$ cat src/rtl/keypad_scanner.sv
// keypad_scanner: scans a 4x4 matrix keypad (PmodKYPD pinout), debounces press
// and release, and presents a level 'press' plus the hex code of the accepted key.
// Optional feature: define KEYPAD_SYNC_EN to pass 'row' through a 2-flop
// synchroniser first; every row-related latency then grows by 2 cycles.
//
//   state    | meaning
//   ---------+-----------------------------------------------------------
//   SCAN     | drive one column low, sample rows at the end of each slot
//   DEBOUNCE | column frozen, waiting for the captured row pattern to hold
//   HELD     | key accepted, press=1, waiting for all rows high
//   RELEASE  | all rows high, waiting for the release to hold
module keypad_scanner #(
  parameter int SCAN_DIV   = 5000,
  parameter int DEB_CYCLES = 50000
) (
  input  logic       clk,
  input  logic       rst,
  input  logic [3:0] row,
  output logic [3:0] col,
  output logic       press,
  output logic [3:0] key
);

  localparam int MAXC = (SCAN_DIV > DEB_CYCLES) ? SCAN_DIV : DEB_CYCLES;
  localparam int CW   = (MAXC > 1) ? $clog2(MAXC) : 1;
  localparam logic [CW-1:0] DIV_LAST = CW'(SCAN_DIV - 1);
  localparam logic [CW-1:0] DEB_LAST = CW'(DEB_CYCLES - 1);

  typedef enum logic [1:0] {
    ST_SCAN,
    ST_DEBOUNCE,
    ST_HELD,
    ST_RELEASE
  } state_t;

  logic [3:0] row_s;

`ifdef KEYPAD_SYNC_EN
  logic [3:0] sync1_q, sync2_q;

  // Two-flop synchroniser; idles at all-high so reset looks like "no key".
  always_ff @(posedge clk) begin
    if (rst) begin
      sync1_q <= 4'hF;
      sync2_q <= 4'hF;
    end else begin
      sync1_q <= row;
      sync2_q <= sync1_q;
    end
  end

  assign row_s = sync2_q;
`else
  assign row_s = row;
`endif

  state_t        state_q, state_d;
  logic [3:0]    col_q, col_d;
  logic [CW-1:0] div_q, div_d;
  logic [CW-1:0] cnt_q, cnt_d;
  logic [3:0]    cap_q, cap_d;
  logic          press_q, press_d;
  logic [3:0]    key_q, key_d;

  logic [1:0] row_idx;
  logic [1:0] col_idx;
  logic [3:0] key_lut;

  // Key code for the captured pattern: lowest asserted row wins.
  always_comb begin
    row_idx = 2'd3;
    if (!cap_q[0])      row_idx = 2'd0;
    else if (!cap_q[1]) row_idx = 2'd1;
    else if (!cap_q[2]) row_idx = 2'd2;

    case (col_q)
      4'b1110: col_idx = 2'd0;
      4'b1101: col_idx = 2'd1;
      4'b1011: col_idx = 2'd2;
      default: col_idx = 2'd3;
    endcase

    case ({row_idx, col_idx})
      4'h0:    key_lut = 4'h1;
      4'h1:    key_lut = 4'h2;
      4'h2:    key_lut = 4'h3;
      4'h3:    key_lut = 4'hA;
      4'h4:    key_lut = 4'h4;
      4'h5:    key_lut = 4'h5;
      4'h6:    key_lut = 4'h6;
      4'h7:    key_lut = 4'hB;
      4'h8:    key_lut = 4'h7;
      4'h9:    key_lut = 4'h8;
      4'hA:    key_lut = 4'h9;
      4'hB:    key_lut = 4'hC;
      4'hC:    key_lut = 4'h0;
      4'hD:    key_lut = 4'hF;
      4'hE:    key_lut = 4'hE;
      default: key_lut = 4'hD;
    endcase
  end

  // Next-state logic; leaving the frozen column always advances it and restarts the slot.
  always_comb begin
    state_d = state_q;
    col_d   = col_q;
    div_d   = div_q;
    cnt_d   = cnt_q;
    cap_d   = cap_q;
    press_d = press_q;
    key_d   = key_q;

    case (state_q)
      ST_SCAN: begin
        if (div_q == DIV_LAST) begin
          if (row_s == 4'hF) begin
            col_d = {col_q[2:0], col_q[3]};
            div_d = '0;
          end else begin
            cap_d   = row_s;
            cnt_d   = '0;
            state_d = ST_DEBOUNCE;
          end
        end else begin
          div_d = div_q + CW'(1);
        end
      end

      ST_DEBOUNCE: begin
        if (row_s == cap_q) begin
          if (cnt_q == DEB_LAST) begin
            state_d = ST_HELD;
            press_d = 1'b1;
            key_d   = key_lut;
          end else begin
            cnt_d = cnt_q + CW'(1);
          end
        end else begin
          state_d = ST_SCAN;
          col_d   = {col_q[2:0], col_q[3]};
          div_d   = '0;
        end
      end

      ST_HELD: begin
        if (row_s == 4'hF) begin
          state_d = ST_RELEASE;
          cnt_d   = '0;
        end
      end

      ST_RELEASE: begin
        if (row_s == 4'hF) begin
          if (cnt_q == DEB_LAST) begin
            state_d = ST_SCAN;
            press_d = 1'b0;
            col_d   = {col_q[2:0], col_q[3]};
            div_d   = '0;
          end else begin
            cnt_d = cnt_q + CW'(1);
          end
        end else begin
          state_d = ST_HELD;
        end
      end

      default: state_d = ST_SCAN;
    endcase
  end

  // State and datapath registers with synchronous reset.
  always_ff @(posedge clk) begin
    if (rst) begin
      state_q <= ST_SCAN;
      col_q   <= 4'b1110;
      div_q   <= '0;
      cnt_q   <= '0;
      cap_q   <= 4'hF;
      press_q <= 1'b0;
      key_q   <= 4'h0;
    end else begin
      state_q <= state_d;
      col_q   <= col_d;
      div_q   <= div_d;
      cnt_q   <= cnt_d;
      cap_q   <= cap_d;
      press_q <= press_d;
      key_q   <= key_d;
    end
  end

  assign col   = col_q;
  assign press = press_q;
  assign key   = key_q;

endmodule
$ cat config.mk
export PLATFORM = sky130hd
export DESIGN_NAME = keypad_scanner
export DESIGN_NICKNAME = d
export VERILOG_FILES = /design/src/rtl/keypad_scanner.sv
export SDC_FILE = /design/constraint.sdc
export NUM_CORES = 1
export LEC_CHECK = 0
export CORE_ASPECT_RATIO = 0.7
export CORE_UTILIZATION = 26
export CTS_CLUSTER_DIAMETER = 40
export DETAILED_ROUTE_END_ITERATION = 6
export GPL_TIMING_DRIVEN = 0
export SETUP_SLACK_MARGIN = 0.02
export SLEW_MARGIN = 10
export SYNTH_ARGS = -nofsm -noshare
export SYNTH_HDL_FRONTEND = slang
export SYNTH_SLANG_ARGS = --single-unit
$ cat constraint.sdc
create_clock -name clk -period 5.75 [get_ports clk]
set_clock_uncertainty 0.1 [all_clocks]
set_input_delay 1.725 -clock clk [delete_from_list [all_inputs] [get_ports clk]]
set_output_delay 1.725 -clock clk [all_outputs]
set_load 0.05 [all_outputs]
==> impl_metrics.toml <==
[outcome]
status = "completed"

[detailed_routing]
dr_wl_met2_um = 2690
met3_length_um = 377
dr.pass1.iters = 4
vias = 2439
drc = 0
detail_route.iter0.violations = 179
drt-met1-wl_um = 3270
wl_per_cell_um = 13.7
viasPerCell = 5.23
antenna_left = 0
drt-total-wl_um = 6390
highest_layer = "met4"

[flow_run]
cap_violations = 0

[worst_setup_path]
startpoint_type = "primary input"
critPathRequiredTime_ns = 5.86
cp.arrival_ns = 4.31
endpoint_kind = "flip-flop"
rrSetupSlack_ns = 3.11
critPathKind = "in2reg"
crit_fanout = 10
reg2reg_to = "cnt_q[2]$_SDFFE_PP0P_"
reg2reg_depth = 8
rr_startpoint = "cap_q[2]$_SDFFE_PP1P_"

[finish]
antenna_cells = 0
register_area_sq_um = 941
area_growth_pct = 16.5
multiInputGateArea_sq_um = 1510
final_cell_area_sq_um = 2990
drive_gt1_share_pct = 5.56
nets = 352
fillers = 1005

[hold_path]
hp-class = "reg2reg"
hold_depth = 2
hold_end = "key[3]$_SDFFE_PP0P_"
hp-start = "key[3]$_SDFFE_PP0P_"

[power]
finalPower_w = 0.000627
p_comb_share_pct = 3.7
p_seq_share_pct = 52.6
p_per_area_nw_per_um2 = 209
p_int_w = 0.000494
leakagePower_nw = 0.995
ir_drop_mv = 0.119
p_sw_w = 0.000133
swShare_pct = 21.2
p_clk_share_pct = 43.8

[cts]
htree_levels = 2
cts-root-buf = "clkbuf_16"
clkLatencyLatePin_ns = 0.28
cts_tree = "done"
clk_pin_slew_worst_paths_ns = 0.06
cts_resized = 0
clock_path_buffers = 2
post_cts_buffers = 0
ctsHoldBuffers = 0
cts_buffers = 5
clock_sinks = 47

[synthesis]
async_reset_ff_share_pct = 0
synth_commonest_cells = "47 x dfxtp_1, 47 x nand2_1, 26 x nor2_1, 18 x nand3_1, 14 x a21oi_1"
yosysTopAreaCell = "dfxtp_1"
synth_warnings = 0
yosysTopAreaCellShare_pct = 36.6
ys_top_cells_by_area = "dfxtp_1 37%, nand2_1 6.9%, nor2_1 3.8%, xnor2_1 3.8%, nand3_1 3.5%"
avgSynthCellArea_sq_um = 7.98
ys_ff_latch = 47
synth_cells = 322
synth-edff-count = 0
seq_area_frac_synth_pct = 36.6
synth.distinct_cells = 50
syn-num-nets = 331
netlist_area_sq_um = 2570
ys.flop_type = "dfxtp_1"

[grt]
grt_pass1_wl_um = 10900
antenna_found_initial = 0
grt_pass1_vias = 2224
gr-total-overflow = 0
grt_max_degree = 13
track_usage_pct = 13.1

[floorplan]
fp.dieH_um = 85.2
initial_core_util_pct = 27.5
ioPinCount = 15
die_x_um = 121
dieArea_sq_um = 10300
rows = 29
coreArea_sq_um = 9330

[timing]
max_slew_margin_pct = 43.7
fmax_ghz = 0.238
period_needed_ns = 4.20
slew_violations = 0
setup_viol = 0
fin_tns_setup_ns = 0
rsz0062_at_grt = "false"
tightest_slew_ns = 0.836
finalCritPeriodShare_pct = 73.1
finalHoldViolCount = 0

[placed_design]
place_congestion = 0.836
placed_cell_area_sq_um = 2860
io_buffers = 14
dp_hpwl_um = 4720
## critical path, stage by stage
cell	delay, ns
clkdlybuf4s50_1	0.46
xor2_1	0.16
nor4_1	0.74
a21boi_1	0.26
a21boi_2	0.23
buf_4	0.20
buf_6	0.16
nand2_1	0.17
o22ai_1	0.20
## flip-flops by register name, summed over array words and instances (netlist names)
| name | cells |
|---|---|
| cap_q | 4 |
| cnt_q | 16 |
| col | 4 |
| div_q | 16 |
| key | 4 |
| press | 1 |
| state_q | 2 |
## kinds of logic (layout without fill, tap and decap cells)
group	after synthesis	after routing	share of synthesized area (%)
mux	4	4	1.61
compound gates	69	69	18.4
flops	47	47	36.6
simple gates	158	158	31.8
buf+inv	25	45	4.72
fa+ha+maj	3	3	1.46
xor+xnor	16	16	5.46
## per-stage QoR
step           util [%]  setup WS [ns]  hold slack, ns  std cells
6_report           32.1           1.55           0.363        466
5_1_grt            32.1           1.34           0.389        466
4_1_cts            32.1           1.58           0.374        466
3_5_place_dp       30.7           1.37           0.361        460
3_3_place_gp       30.7           1.44           0.356        460
2_1_floorplan         -           2.19           0.342        322
## power groups by stage
stage	clock network, W	registers, W	logic [W]
after detailed placement	0	0.000337	0.0000229
after floorplan	0	0.000336	0.0000138
after CTS	0.000281	0.000329	0.0000230
final	0.000274	0.000330	0.0000229
after global routing	0.000294	0.000330	0.0000255
after global placement	0	0.000337	0.0000225
## how the worst max path moves through the flow
stage,from,end
finish,row[3],cnt_q[2]$_SDFFE_PP0P_
CTS,row[3],cnt_q[2]$_SDFFE_PP0P_
global route,row[2],cnt_q[2]$_SDFFE_PP0P_
detailed placement,row[3],cnt_q[2]$_SDFFE_PP0P_
floorplan,row[3],cnt_q[8]$_SDFFE_PP0P_
global placement,row[3],cnt_q[2]$_SDFFE_PP0P_
## placed cells by master (no fill, tap or decap), types with 2 or more instances in the layout
| master | count |
|---|---|
| nand4_1 | 8 |
| o2bb2ai_1 | 5 |
| a311oi_1 | 3 |
| nor3_1 | 9 |
| or3_1 | 4 |
| a31oi_1 | 7 |
| nand3b_1 | 2 |
| and3_1 | 6 |
| mux2i_1 | 3 |
| o21ai_0 | 12 |
| a41oi_1 | 2 |
| o211ai_1 | 6 |
| a22o_1 | 5 |
| nor4_1 | 7 |
| nor2_1 | 26 |
| xor2_1 | 5 |
| inv_1 | 10 |
| or2_2 | 4 |
| nand2_1 | 47 |
| dfxtp_1 | 47 |
| buf_6 | 3 |
| nand2b_1 | 8 |
| clkbuf_1 | 10 |
| ha_1 | 3 |
| clkdlybuf4s50_1 | 14 |
| and2_1 | 4 |
| o22a_1 | 2 |
| nor4b_1 | 5 |
| o22ai_1 | 6 |
| and4b_1 | 2 |
| nand3_1 | 18 |
| a21oi_1 | 14 |
| clkbuf_16 | 5 |
| or2_1 | 2 |
| xnor2_1 | 11 |
## cell type report
type,instances,area share (%)
inverter,11,1.38
multi-input combinational,250,50.3
buffer,14,2.68
tap,124,5.18
sequential,47,31.4
timing repair buffer,14,4.68
clock buffer,6,4.31
## layer usage
metal,vias up,GRT usage [%]
li1,1211,-
met1,1146,19.5
met2,77,19.4
met3,5,2.22
met4,0,3.37
met5,-,0
Power figures use the tool's default switching activity.
